File: config.mk
export PLATFORM = sky130hd
export DESIGN_NAME = cntr8_sched
export DESIGN_NICKNAME = d
export VERILOG_FILES = /design/src/rtl/cntr8_sched.sv
export SDC_FILE = /design/constraint.sdc
export NUM_CORES = 1
export LEC_CHECK = 0
export ABC_AREA = 1
export CAP_MARGIN = 10
export CORE_UTILIZATION = 40
export DETAILED_ROUTE_END_ITERATION = 8
export PLACE_DENSITY_LB_ADDON = 0.08
export RECOVER_POWER = 50
export SYNTH_ARGS = -nofsm -noshare
export SYNTH_HDL_FRONTEND = slang
export SYNTH_SLANG_ARGS = --single-unit
File: constraint.sdc
create_clock -name clk -period 3.7 [get_ports clk]
set_input_delay 0.925 -clock clk [delete_from_list [all_inputs] [get_ports clk]]
set_output_delay 0.925 -clock clk [all_outputs]
set_load 0.01 [all_outputs]
File: src/rtl/cntr8_sched.sv
// cntr8_sched: sequences the shared 8-bit up/down counter datapath for two
// requesters. It arbitrates round-robin, latches the winning command and
// drives the datapath state code and load value one cycle at a time.
module cntr8_sched #(
  parameter int WIDTH = 8,
  parameter int REP_W = 4
) (
  input  logic             clk,
  input  logic             rst,
  input  logic             req0,
  input  logic [1:0]       op0,
  input  logic [WIDTH-1:0] arg0,
  input  logic [REP_W-1:0] rep0,
  input  logic             req1,
  input  logic [1:0]       op1,
  input  logic [WIDTH-1:0] arg1,
  input  logic [REP_W-1:0] rep1,
  output logic             gnt0,
  output logic             gnt1,
  output logic             done0,
  output logic             done1,
  output logic             busy,
  output logic [2:0]       state,
  output logic [WIDTH-1:0] d_in
);

  // command opcodes
  localparam logic [1:0] OP_CLR  = 2'b00;
  localparam logic [1:0] OP_LOAD = 2'b01;
  localparam logic [1:0] OP_INC  = 2'b10;
  localparam logic [1:0] OP_DEC  = 2'b11;

  // datapath state codes
  localparam logic [2:0] ST_IDLE = 3'b000;
  localparam logic [2:0] ST_LOAD = 3'b001;
  localparam logic [2:0] ST_INC  = 3'b010;
  localparam logic [2:0] ST_INC2 = 3'b011;
  localparam logic [2:0] ST_DEC  = 3'b100;
  localparam logic [2:0] ST_DEC2 = 3'b101;

  typedef enum logic [1:0] {
    S_IDLE = 2'd0,
    S_EXEC = 2'd1,
    S_DONE = 2'd2
  } fsm_t;

  fsm_t             fsm_r;
  logic             owner_r;   // 1 when requester 1 owns the datapath
  logic             last_r;    // most recently granted requester
  logic             phase_r;   // INC/INC2, DEC/DEC2 alternation bit
  logic [1:0]       op_r;
  logic [REP_W-1:0] cnt_r;     // steps remaining after the current one

  logic             any_req_s;
  logic             pick1_s;
  logic [1:0]       sel_op_s;
  logic [WIDTH-1:0] sel_arg_s;
  logic [REP_W-1:0] sel_rep_s;

  // Datapath code for one step of a command; the phase bit picks the
  // alternate code so back-to-back steps never repeat a code.
  function automatic logic [2:0] step_code(input logic [1:0] op, input logic phase);
    logic [2:0] code;
    case (op)
      OP_CLR:  code = ST_IDLE;
      OP_LOAD: code = ST_LOAD;
      OP_INC:  code = phase ? ST_INC2 : ST_INC;
      OP_DEC:  code = phase ? ST_DEC2 : ST_DEC;
      default: code = ST_IDLE;
    endcase
    return code;
  endfunction

  // Round-robin choice: a lone requester wins, on contention the one not
  // granted most recently wins; then mux the winner's command fields.
  always_comb begin
    any_req_s = req0 | req1;
    pick1_s   = 1'b0;
    if (req0 && req1) begin
      pick1_s = ~last_r;
    end else if (req1) begin
      pick1_s = 1'b1;
    end else begin
      pick1_s = 1'b0;
    end
    if (pick1_s) begin
      sel_op_s  = op1;
      sel_arg_s = arg1;
      sel_rep_s = rep1;
    end else begin
      sel_op_s  = op0;
      sel_arg_s = arg0;
      sel_rep_s = rep0;
    end
  end

  // Sequencer FSM with all outputs registered; the grant edge already
  // presents the first exec code, and state/d_in hold outside exec cycles.
  always_ff @(posedge clk or posedge rst) begin
    if (rst) begin
      fsm_r   <= S_IDLE;
      owner_r <= 1'b0;
      last_r  <= 1'b1;
      phase_r <= 1'b0;
      op_r    <= OP_CLR;
      cnt_r   <= '0;
      gnt0    <= 1'b0;
      gnt1    <= 1'b0;
      done0   <= 1'b0;
      done1   <= 1'b0;
      busy    <= 1'b0;
      state   <= ST_IDLE;
      d_in    <= '0;
    end else begin
      gnt0  <= 1'b0;
      gnt1  <= 1'b0;
      done0 <= 1'b0;
      done1 <= 1'b0;
      case (fsm_r)
        S_IDLE, S_DONE: begin
          if (any_req_s) begin
            fsm_r   <= S_EXEC;
            busy    <= 1'b1;
            owner_r <= pick1_s;
            last_r  <= pick1_s;
            op_r    <= sel_op_s;
            gnt0    <= ~pick1_s;
            gnt1    <= pick1_s;
            state   <= step_code(sel_op_s, phase_r);
            if (sel_op_s[1]) begin
              cnt_r   <= sel_rep_s;
              phase_r <= ~phase_r;
            end else begin
              cnt_r   <= '0;
            end
            if (sel_op_s == OP_LOAD) begin
              d_in <= sel_arg_s;
            end
          end else begin
            fsm_r <= S_IDLE;
          end
        end
        S_EXEC: begin
          if (cnt_r == '0) begin
            fsm_r <= S_DONE;
            busy  <= 1'b0;
            done0 <= ~owner_r;
            done1 <= owner_r;
          end else begin
            cnt_r   <= cnt_r - {{(REP_W-1){1'b0}}, 1'b1};
            state   <= step_code(op_r, phase_r);
            phase_r <= ~phase_r;
          end
        end
        default: begin
          fsm_r <= S_IDLE;
          busy  <= 1'b0;
        end
      endcase
    end
  end

endmodule

; ---- After elaboration in Yosys (flattened, before gate mapping)
; Index checks and enable logic that the tools add are counted.
[classes]
multipliers = 0
n_shift = 0
n_lt_le_gt_ge = 0
n_mux = 34
addsub = 1
reduce_logical = 12
eq_ne = 12
bitwise_logic = 5
div_mod_pow = 0
[op_table]
columns = cell, count
row1 = 3-bit case mux with 4 select lines, 2
row2 = 1-bit two-way mux, 18
row3 = 4-bit two-way mux, 4
row4 = 2-bit equality test (second input constant), 5
row5 = 8-bit two-way mux, 1
row6 = 2-bit != test (second input constant), 4
row7 = 4-bit case mux with 2 select lines, 1
row8 = 2-bit by 1-bit equality test with 1-bit output (second input constant), 3
row9 = 2-bit logical NOT, 3
row10 = 3-bit two-way mux, 2
row11 = 3-bit case mux with 2 select lines, 1
row12 = 3-bit AND reduction, 2
row13 = 4-bit logical NOT, 1
row14 = 2-bit two-way mux, 2
row15 = 1-bit inverter, 4
row16 = 1-bit case mux with 2 select lines, 2
row17 = 2-bit case mux with 2 select lines, 1
row18 = 2-bit AND reduction, 2
row19 = 4-bit AND reduction, 1
row20 = 4-bit by 1-bit subtractor with 4-bit output (second input constant), 1
row21 = 2-bit nonzero test, 1
row22 = 2-bit OR reduction, 1
row23 = 1-bit logical AND, 1
row24 = 1-bit OR, 1
[totals]
elab_cells = 77
mem_count = 0
latchBits = 0
ram_bits = 0
reg_bits = 27
mem_bits_ro = 0

; ---- Longest topological paths before layout
; Gate-level depths: netlist of run 1.
[logic_depth]
depth_word = 7
depth_mapped = 11
depth_no_buf = 10

; ---- Worst setup path before layout of run 1
; OpenSTA, ideal clock, no wires.
[synth_path]
path_kind = input to register
from = in req0
to = reg d_in[0]
t_required_ns = 3.635
setup_ns = 0.065
n_path_buf = 0
stages = 9
arrival_time_ns = 1.628
setup_slack_ns = 2.007
cell_sequence = nand2_1 > nand2_2 > nand2_1 > nand2_2 > inv_2 > nand3_4 > inv_4 > nand2_1 > nand2_1
[synth_between]
elab_chain_len = 5
[synth_rtl]
columns = item, line
row1 = start: declaration, 10  ; input logic req0,
row2 = 1-bit logical AND, 79  ; if (req0 && req1) begin
row3 = 1-bit two-way mux, 79
row4 = 2-bit two-way mux, 86  ; if (pick1_s) begin
row5 = 2-bit by 1-bit equality test with 1-bit output, 136  ; if (sel_op_s == OP_LOAD) begin
row6 = 3-bit AND reduction (no line), n/a
row7 = end signal: assignment, 137  ; d_in <= sel_arg_s;
row8 = end: declaration, 24  ; output logic [WIDTH-1:0] d_in
; Several ways; a longest one is shown, not always the timed one.
; A chain may end at the register's enable or synchronous reset.

; ---- Worst setup path in the final report of run 1
[layout_path]
from = in req1
to = reg d_in[4]
[layout_between]
elab_chain_len = 5
[layout_rtl]
columns = item, line
row1 = start: declaration, 14  ; input logic req1,
row2 = 1-bit two-way mux / 1-bit logical AND (equally long branches), "81, 79"
row3 = 1-bit two-way mux, 79
row4 = 2-bit two-way mux, 86
row5 = 2-bit by 1-bit equality test with 1-bit output, 136
row6 = 3-bit AND reduction (no line), n/a
; Several ways; a longest one is shown, not always the timed one.

==> results of run 1 <==
[power groups by stage]
stage	Clock (µW)	Combinational (µW)	Sequential (µW)
floorplan	0	420	537
global placement	0	695	523
detailed placement	0	703	517
CTS	134	704	516
global route	148	783	536
finish	129	684	516
[registers in the layout, indices dropped and copies added, names as in the netlist]
| name | count |
|---|---|
| d_in | 8 |
| cnt_r | 4 |
| state | 3 |
| fsm_r | 2 |
| op_r | 2 |
| busy | 1 |
| done0 | 1 |
| done1 | 1 |
| gnt0 | 1 |
| gnt1 | 1 |
| last_r | 1 |
| owner_r | 1 |
| phase_r | 1 |
[cell usage in the layout, fill, tap and decap left out, types with 3 or more instances in the layout]
master and count:
clkdlybuf4s50_1 46, nand3_1 10, clkbuf_4 3, nor2_1 24, a21oi_1 9, nand2_2 4
nand2_1 81, dfrtp_1 26, inv_2 3, o21ai_0 4, inv_1 18
[layer usage]
metal	GRT usage [%]	vias to the layer above
met5	0	-
met4	2.92	0
met3	6.51	6
met2	32.1	46
met1	25.3	565
li1	-	678
[kinds of logic after synthesis]
logic type               Yosys count  synth area share [%]
buffers and inverters             26                  7.77
AO/OA/AOI/OAI                     14                  5.98
flip-flops                        27                  48.3
adder cells (fa/ha/maj)            1                 0.893
XOR/XNOR                           1                 0.625
AND/OR/NAND/NOR                  122                  36.4
[area by class of cell]
class                      count  area [µm²]
fill                         353        1410
clock buffer                   3        22.5
inverter                      23        88.8
multi-input combinational    138         599
sequential                    27         677
clock inverter                 1        5.00
timing repair buffer          48         474
tap                           46        57.6
[per-stage QoR]
step	std cells	util [%]
floorplan	191	-
global placement	282	57.4
detailed placement	282	57.4
CTS	286	58.3
global route	286	57.7
finish	286	57.7
[synth_stat cells (all sizes together)]
master	count
nand2	85
nor2	25
buf	3
a21oi	9
o21ai	4
nand3	11
o211ai	1
xor2	1
nand3b	1
ha	1
dfrtp	26
dfstp	1
inv	23
[final timing paths]
kind | slack (ps) | endpoint | start
min in group asynchronous | 1480 | fsm_r[0] | rst
min | 430 | done0 | owner_r
min reg2reg | 430 | done0 | owner_r
max reg2reg | 1790 | cnt_r[2] | last_r
max | 940 | d_in[4] | req1
max in group asynchronous | 1400 | d_in[3] | rst
==> metrics, run 1 <==
outcome=finished clean; Top Family by Delay on Critical Path=buffers and inverters; unrepaired setup endpoints after global routing=false; Root Driver=clkbuf_4; Seq/Total Area, Yosys=48.3%; WHS Path Cells=1; FF+latch count, synth=27; core area=~0.0033 mm²; VDD IR max=~0.24 mV; wire length on met2=approximately 1500 µm; Crit path buffers/inverters=3; Hold Crit Class=reg2reg; final count of negative-setup-slack endpoints=0; DRC viols=0; worst slew pin tran=roughly 1400 ps; gr usage total=about a fifth; Crit. End Element=flop; CTS resizes=0; Cell Area, Synth=roughly 0.0014 mm²; CTS buffer count=3; Power Dens Cells=around 690 mW/mm²; CTS tree=yes; most frequent CP cell=nand2_1; Avg Cell Area, Syn=roughly 7.3 µm²; crit path cell chain=clkdlybuf4s50_1 > o21ai_0 > clkinv_1 > nand3_4 > inv_4 > nand2_1 > nand2_1; H-Tree Level Count=1; gr ovfl total=0; Worst path max stage delay=between 700 and 800 ps; Critical Path AT=3000 ps; Critical Path RT=approximately 3900 ps; Highest Signal Layer=met4; Clk pwr share=approximately a tenth; CP max-delay cell=o21ai_0; yosys warns=0; Post-CTS Hold Fix Bufs=0; r2r worst-path depth=7; Sw Share=41.5%; P&R area growth vs syn=37.3%; Detailed Route WL=3110 µm; via count of the routed design=1295; kind of critical path=in2reg; initial core utilization=about two fifths; initial antenna violation count=0; max cap viols=0; post-CTS setup buffer count=0; dominant cells by area after synthesis=dfrtp_1, nand2_1, nor2_1; Sink Count=27; TritonRoute pass-1 iters=7; die span in x=between 60 and 70 µm; combinational share of power=51.5%; final period utilization=about 75%; Placer Congestion=about 0.76; detailed placement HPWL=approximately 2400 µm; area of placed instances=roughly 0.0019 mm²; Int Power=around 800 µW; met3 WL=213 µm; drt first-iter violations=80; largest net degree at the start of global routing=28; Metal-1 WL=around 1400 µm; instance count on the critical path=7; DR vias/cell=around 4.5; Clock Pin Slew Worst Setup and Hold Paths=about 150 ps; Max-slew headroom=~7%; sequential share of power=between 30% and 40%; DIE AREA=0.00374 mm²; total power=between 1000 and 1500 µW; Final Hold Viols=0; Distinct cells, synth=20; fin nets=between 200 and 300; CP Max Fanout=9; P_sw=between 500 and 600 µW; Top Ports=between 40 and 50; hold slack=approximately 430 ps; Antenna Nets Post-Route=0; area leader, netlist=dfrtp_1; first-pass GRT wire length=5350 µm; post-place setup slack=between 1000 and 1500 ps; IO buf count=47; Final min period=2760 ps; Syn Inst Count=~190; row count=21; routed len/inst=10.9 µm; Syn Nets=224; Final Max Tran Viols=0; Setup WS post-layout=approximately 940 ps; CP startpoint kind=input pin; Synth top area share=46.4%; worst skew pair latency=roughly 330 ps; Max Fclk=around 360 MHz; chip height=61.2 µm; Setup TNS=0 ps; Max clock buf depth=2; Clock Skew=9.26 ps; final instance area=around 0.0019 mm²; # diodes=0; static leakage=~0.0010 µW; layout cells sized above 1=approximately 6.3%; vias in the first global route=1208
Note: power is estimated with default switching activity, not from simulation.
==> inputs of run 2 (changes only) <==
- clock period: 3.7 -> 2.3 ns (I/O delays scaled with it)
==> run 2 against run 1 <==
Via count is 0.69% lower. Sequential power increased by 59%. Critical path depth increased by 2.
==> metrics, run 2 (synthesized netlist as in run 1, its figures left out) <==
Setup TNS=0 ps; layout cells sized above 1=under 10%; die span in x=between 60 and 70 µm; CTS resizes=0; final count of negative-setup-slack endpoints=0; sequential share of power=a little under two fifths; reg2reg start=cnt_r[0]; final instance area=around 0.0020 mm²; post-CTS setup buffer count=0; Max clock buf depth=2; filler instances=about 340; DIE AREA=0.00374 mm²; Crit. End Element=flop; Critical Path AT=approximately 2200 ps; kind of critical path=in2reg; total power=approximately 2200 µW; gr ovfl total=0; vias in the first global route=1150; Final min period=about 1900 ps; Clk pwr share=roughly a tenth; Post-Place Cells=roughly 280; outcome=finished clean; row count=21; initial antenna violation count=0; CP max-delay cell=clkdlybuf4s50_1; area of placed instances=about 0.0019 mm²; Setup crit end=d_in[5]; R2R Path End=state[2]; crit path cell chain=clkdlybuf4s50_1 > nand2_1 > nand2_1 > nand2_1 > nand2_2 > nand3_4 > inv_4 > nand2_1 > nand2_1; gr usage total=18.7%; final period utilization=around four fifths; Hold Crit Class=reg2reg; Regs by FF count=d_in: 8 flops, cnt_r: 4 flops, state: 3 flops; commonest non-fill, non-tap cells in the layout=nand2_1, clkdlybuf4s50_1, dfrtp_1; static leakage=~0.0010 µW; Final Max Tran Viols=0; Clock Pin Slew Worst Setup and Hold Paths=between 150 and 200 ps; CP Max Fanout=9; Post-CTS Hold Fix Bufs=0; Top Ports=48; Power Dens Cells=~1100 mW/mm²; combinational share of power=between 50% and 60%; detailed placement HPWL=2360 µm; CTS tree=yes; Root Driver=clkbuf_4; Max-slew headroom=72.4%; TritonRoute pass-1 iters=4; initial core utilization=between 40% and 50%; reg-to-reg slack, setup=a little under 600 ps; CTS buffer count=3; # diodes=0; Clock Skew=about 3.8 ps; Antenna Nets Post-Route=0; via count of the routed design=between 1000 and 1500; crit path launch=req0; r2r worst-path depth=10; largest net degree at the start of global routing=28; max reg flops=8; Most flops, register=d_in; DR vias/cell=roughly 4.5; DRC viols=0; Cell Count, Final, Fillers Out=roughly 290; worst slew pin tran=between 400 and 500 ps; fin nets=276; routed len/inst=about 10 µm; leading cell type in the layout, fill and taps excluded=nand2_1; Worst path max stage delay=530 ps; first-pass GRT wire length=between 5000 and 6000 µm; most frequent CP cell=nand2_1; core area=approximately 0.0033 mm²; P&R area growth vs syn=39.6%; Sink Count=27; max cap viols=0; Max Fclk=~530 MHz; P_sw=around 890 µW; Final Hold Viols=0; unrepaired setup endpoints after global routing=false; H-Tree Level Count=1; Critical Path RT=2580 ps; Detailed Route WL=around 3000 µm; drt first-iter violations=38; CP startpoint kind=input pin; Int Power=approximately 1300 µW; IO buf count=47; Placer Congestion=0.765; Sw Share=41.2%; worst skew pair latency=about 330 ps; chip height=61.2 µm; post-layout util=between 50% and 60%; VDD IR max=about 0.40 mV
-- run 2: cell count changes in the layout (fill, tap and decap cells not counted), sizes merged --
cell	change
buf	+3
clkinv	-2
inv	+2
clkbuf	-1
-- run 2: layout make-up --
type	count	area, µm²	area share (%)
repair buffers	50	493	25.2
flip-flops and latches	27	677	34.6
clock inverters	1	8.76	0.448
well taps	46	57.6	2.94
inverters	23	88.8	4.54
multi-input cells	138	608	31.1
clock buffers	3	22.5	1.15
-- run 2: worst min path at each step --
stage               startpoint  endpoint  cells after the start
finish                 owner_r     done0                      1
floorplan              owner_r     done0                      1
global placement       owner_r     done0                      1
CTS                    owner_r     done0                      1
detailed placement     owner_r     done0                      1
global route           owner_r     done0                      1
-- run 2: routing by layer --
metal / vias to the layer above / track usage, % / routed length, µm
li1: 683 / - / -
met1: 566 / 24.5 / 1440
met2: 33 / 30.4 / 1350
met3: 4 / 4.20 / 164
met4: 0 / 6.82 / 48
met5: - / 0 / 0
-- run 2: critical path: cells and delay by family --
family | cells | cell delay (ps)
buffers and inverters | 2 | 660
and+or+nand+nor | 7 | 930
-- run 2: power by group through the flow --
stage	Clock, µW	Combinational [µW]	Sequential [µW]
2_1_floorplan	0	675	864
3_3_place_gp	0	1120	831
3_5_place_dp	0	1140	832
4_1_cts	229	1140	825
5_1_grt	247	1270	855
6_report	222	1120	823
-- run 2: stage by stage --
step | worst slack, ps | hold slack (ps)
after floorplan | 917 | 401
after global placement | 185 | 407
after detailed placement | 152 | 408
after CTS | 441 | 429
after global routing | 226 | 462
final | 414 | 428
==> inputs of run 3 (changes only) <==
- clock period: 2.3 -> 1.6 ns (I/O delays scaled with it)
==> run 3 against run 2 <==
Clock-buffer cell count is the same. Combinational power grew 50%. Largest cell class unchanged. Critical path depth stayed put. Sequential share of layout area fell by 1.6 points. Largest power group unchanged.
==> metrics, run 3 (synthesized netlist as in run 1, its figures left out) <==
H-Tree Level Count=1; IO buf count=between 40 and 50; max cap viols=0; Critical Path AT=~1700 ps; chip height=61.2 µm; crit path cell chain=nand2_1 > buf_4 > nand3b_1 > nand2_2 > inv_2 > nand3_4 > inv_6 > nand2_1 > nand2_1; CP Max Fanout=9; detailed placement HPWL=roughly 2600 µm; Max-slew headroom=around half; Post-CTS Hold Fix Bufs=0; Final Max Tran Viols=0; vias in the first global route=1222; Detailed Route WL=3200 µm; TritonRoute pass-1 iters=4; core area=roughly 0.0033 mm²; Sink Count=27; via count of the routed design=1346; commonest non-fill, non-tap cells in the layout=nand2_1, clkdlybuf4s50_1, dfrtp_1; Critical Path RT=around 1900 ps; Top Ports=between 40 and 50; drt first-iter violations=53; CP max-delay cell=dfstp_2; post-layout util=about three fifths; initial antenna violation count=0; DR vias/cell=about 4.5; Crit. End Element=flop; area of the multi-input gates=639 µm²; Top Family by Delay on Critical Path=flip-flops; Hold Crit Class=reg2reg; Antenna Nets Post-Route=0; first-pass GRT wire length=5190 µm; Regs by FF count=d_in: 8 flops, cnt_r: 4 flops, state: 3 flops; VDD IR max=0.563 mV; gr ovfl total=0; Sw Share=42.5%; Final Hold Viols=0; filler instances=320; Placer Congestion=0.833; leading cell type in the layout, fill and taps excluded=nand2_1; gr usage total=approximately a fifth; initial core utilization=42.0%; DRC viols=0; P_sw=approximately 1300 µW; Final min period=approximately 1500 ps; final count of negative-setup-slack endpoints=0; die span in x=slightly above 60 µm; worst slew pin tran=~750 ps; outcome=finished clean; routed len/inst=10.7 µm; Max Fclk=slightly below 700 MHz; Worst path max stage delay=560 ps; Crit path buffers/inverters=3; unrepaired setup endpoints after global routing=false; P&R area growth vs syn=46.2%; Int Power=~1800 µW; sequential share of power=~37%; DIE AREA=roughly 0.0037 mm²; Clock Pin Slew Worst Setup and Hold Paths=roughly 160 ps; kind of critical path=reg2reg; static leakage=approximately 0.0011 µW; post-CTS setup buffer count=0; Root Driver=clkbuf_4; worst skew pair latency=about 330 ps; final period utilization=slightly above 90%; # diodes=0; CTS tree=yes; Max clock buf depth=2; fin nets=roughly 290; CP startpoint kind=flop; largest net degree at the start of global routing=16; max reg flops=8; area occupied by registers=between 600 and 700 µm²; Most flops, register=d_in; Clk pwr share=around 9.7%; most frequent CP cell=nand2_1; CTS buffer count=3; hold slack=430 ps; Clock Skew=about 8.6 ps; Power Dens Cells=roughly 1500 mW/mm²; combinational share of power=between 50% and 60%; layout cells sized above 1=between 10 and 15%; row count=21
==> run 3: layout make-up <==
class                      count  share of cell area [%]
inverter                      23                    4.46
clock inverter                 1                   0.244
clock buffer                   3                    1.10
sequential                    27                    33.0
multi-input combinational    139                    31.2
timing repair buffer          60                    27.1
tap                           46                    2.81
==> run 3: final timing paths <==
| check | from | endpoint | slack (ps) | cells past startpoint |
|---|---|---|---|---|
| min in group asynchronous | rst | gnt0 | 670 | 3 |
| worst min register to register | owner_r | done0 | 430 | 1 |
| max in group asynchronous | rst | state[1] | 420 | 3 |
| worst max-delay path | last_r | d_in[5] | 140 | 9 |
| worst max register to register | last_r | d_in[5] | 140 | 9 |
| worst min-delay path | owner_r | done0 | 430 | 1 |
==> run 3: metrics by stage <==
step	instance area [µm²]	std cells	power (µW)	worst slack (ps)	setup TNS, ps
CTS	2030	298	3140	31.4	0
global route	2050	299	3470	0.373	0
global placement	2020	294	2930	-230	-3090
detailed placement	2020	294	2940	-254	-3690
finish	2050	299	3160	143	0
floorplan	1400	191	2210	217	0
==> run 3: timing repair <==
item / 4_1_cts / 5_1_grt
cloned: 0 / 1
resized for setup: 16 / 8
endpoints found under the setup margin: 16 / 13
pin swaps: 0 / 0
==> run 3: power groups by stage <==
stage / combinational, µW / sequential (µW) / clock, µW
2_1_floorplan: 971 / 1240 / 0
6_report: 1680 / 1180 / 307
5_1_grt: 1920 / 1220 / 336
4_1_cts: 1640 / 1180 / 315
3_3_place_gp: 1720 / 1200 / 0
3_5_place_dp: 1750 / 1190 / 0
==> run 3: metal layers <==
layer | routed length [µm] | GRT usage, %
met2 | 1560 | 32.0
met5 | 0 | 0
met4 | 29 | 3.90
met1 | 1470 | 24.4
met3 | 135 | 3.78
==> run 3: worst reg2reg max path, stage by stage, from the launching register on <==
cell and delay, ps:
dfstp_2 560, nand2_1 80, buf_4 150, nand3b_1 90, nand2_2 90, inv_2 80
nand3_4 130, inv_6 120, nand2_1 60, nand2_1 50
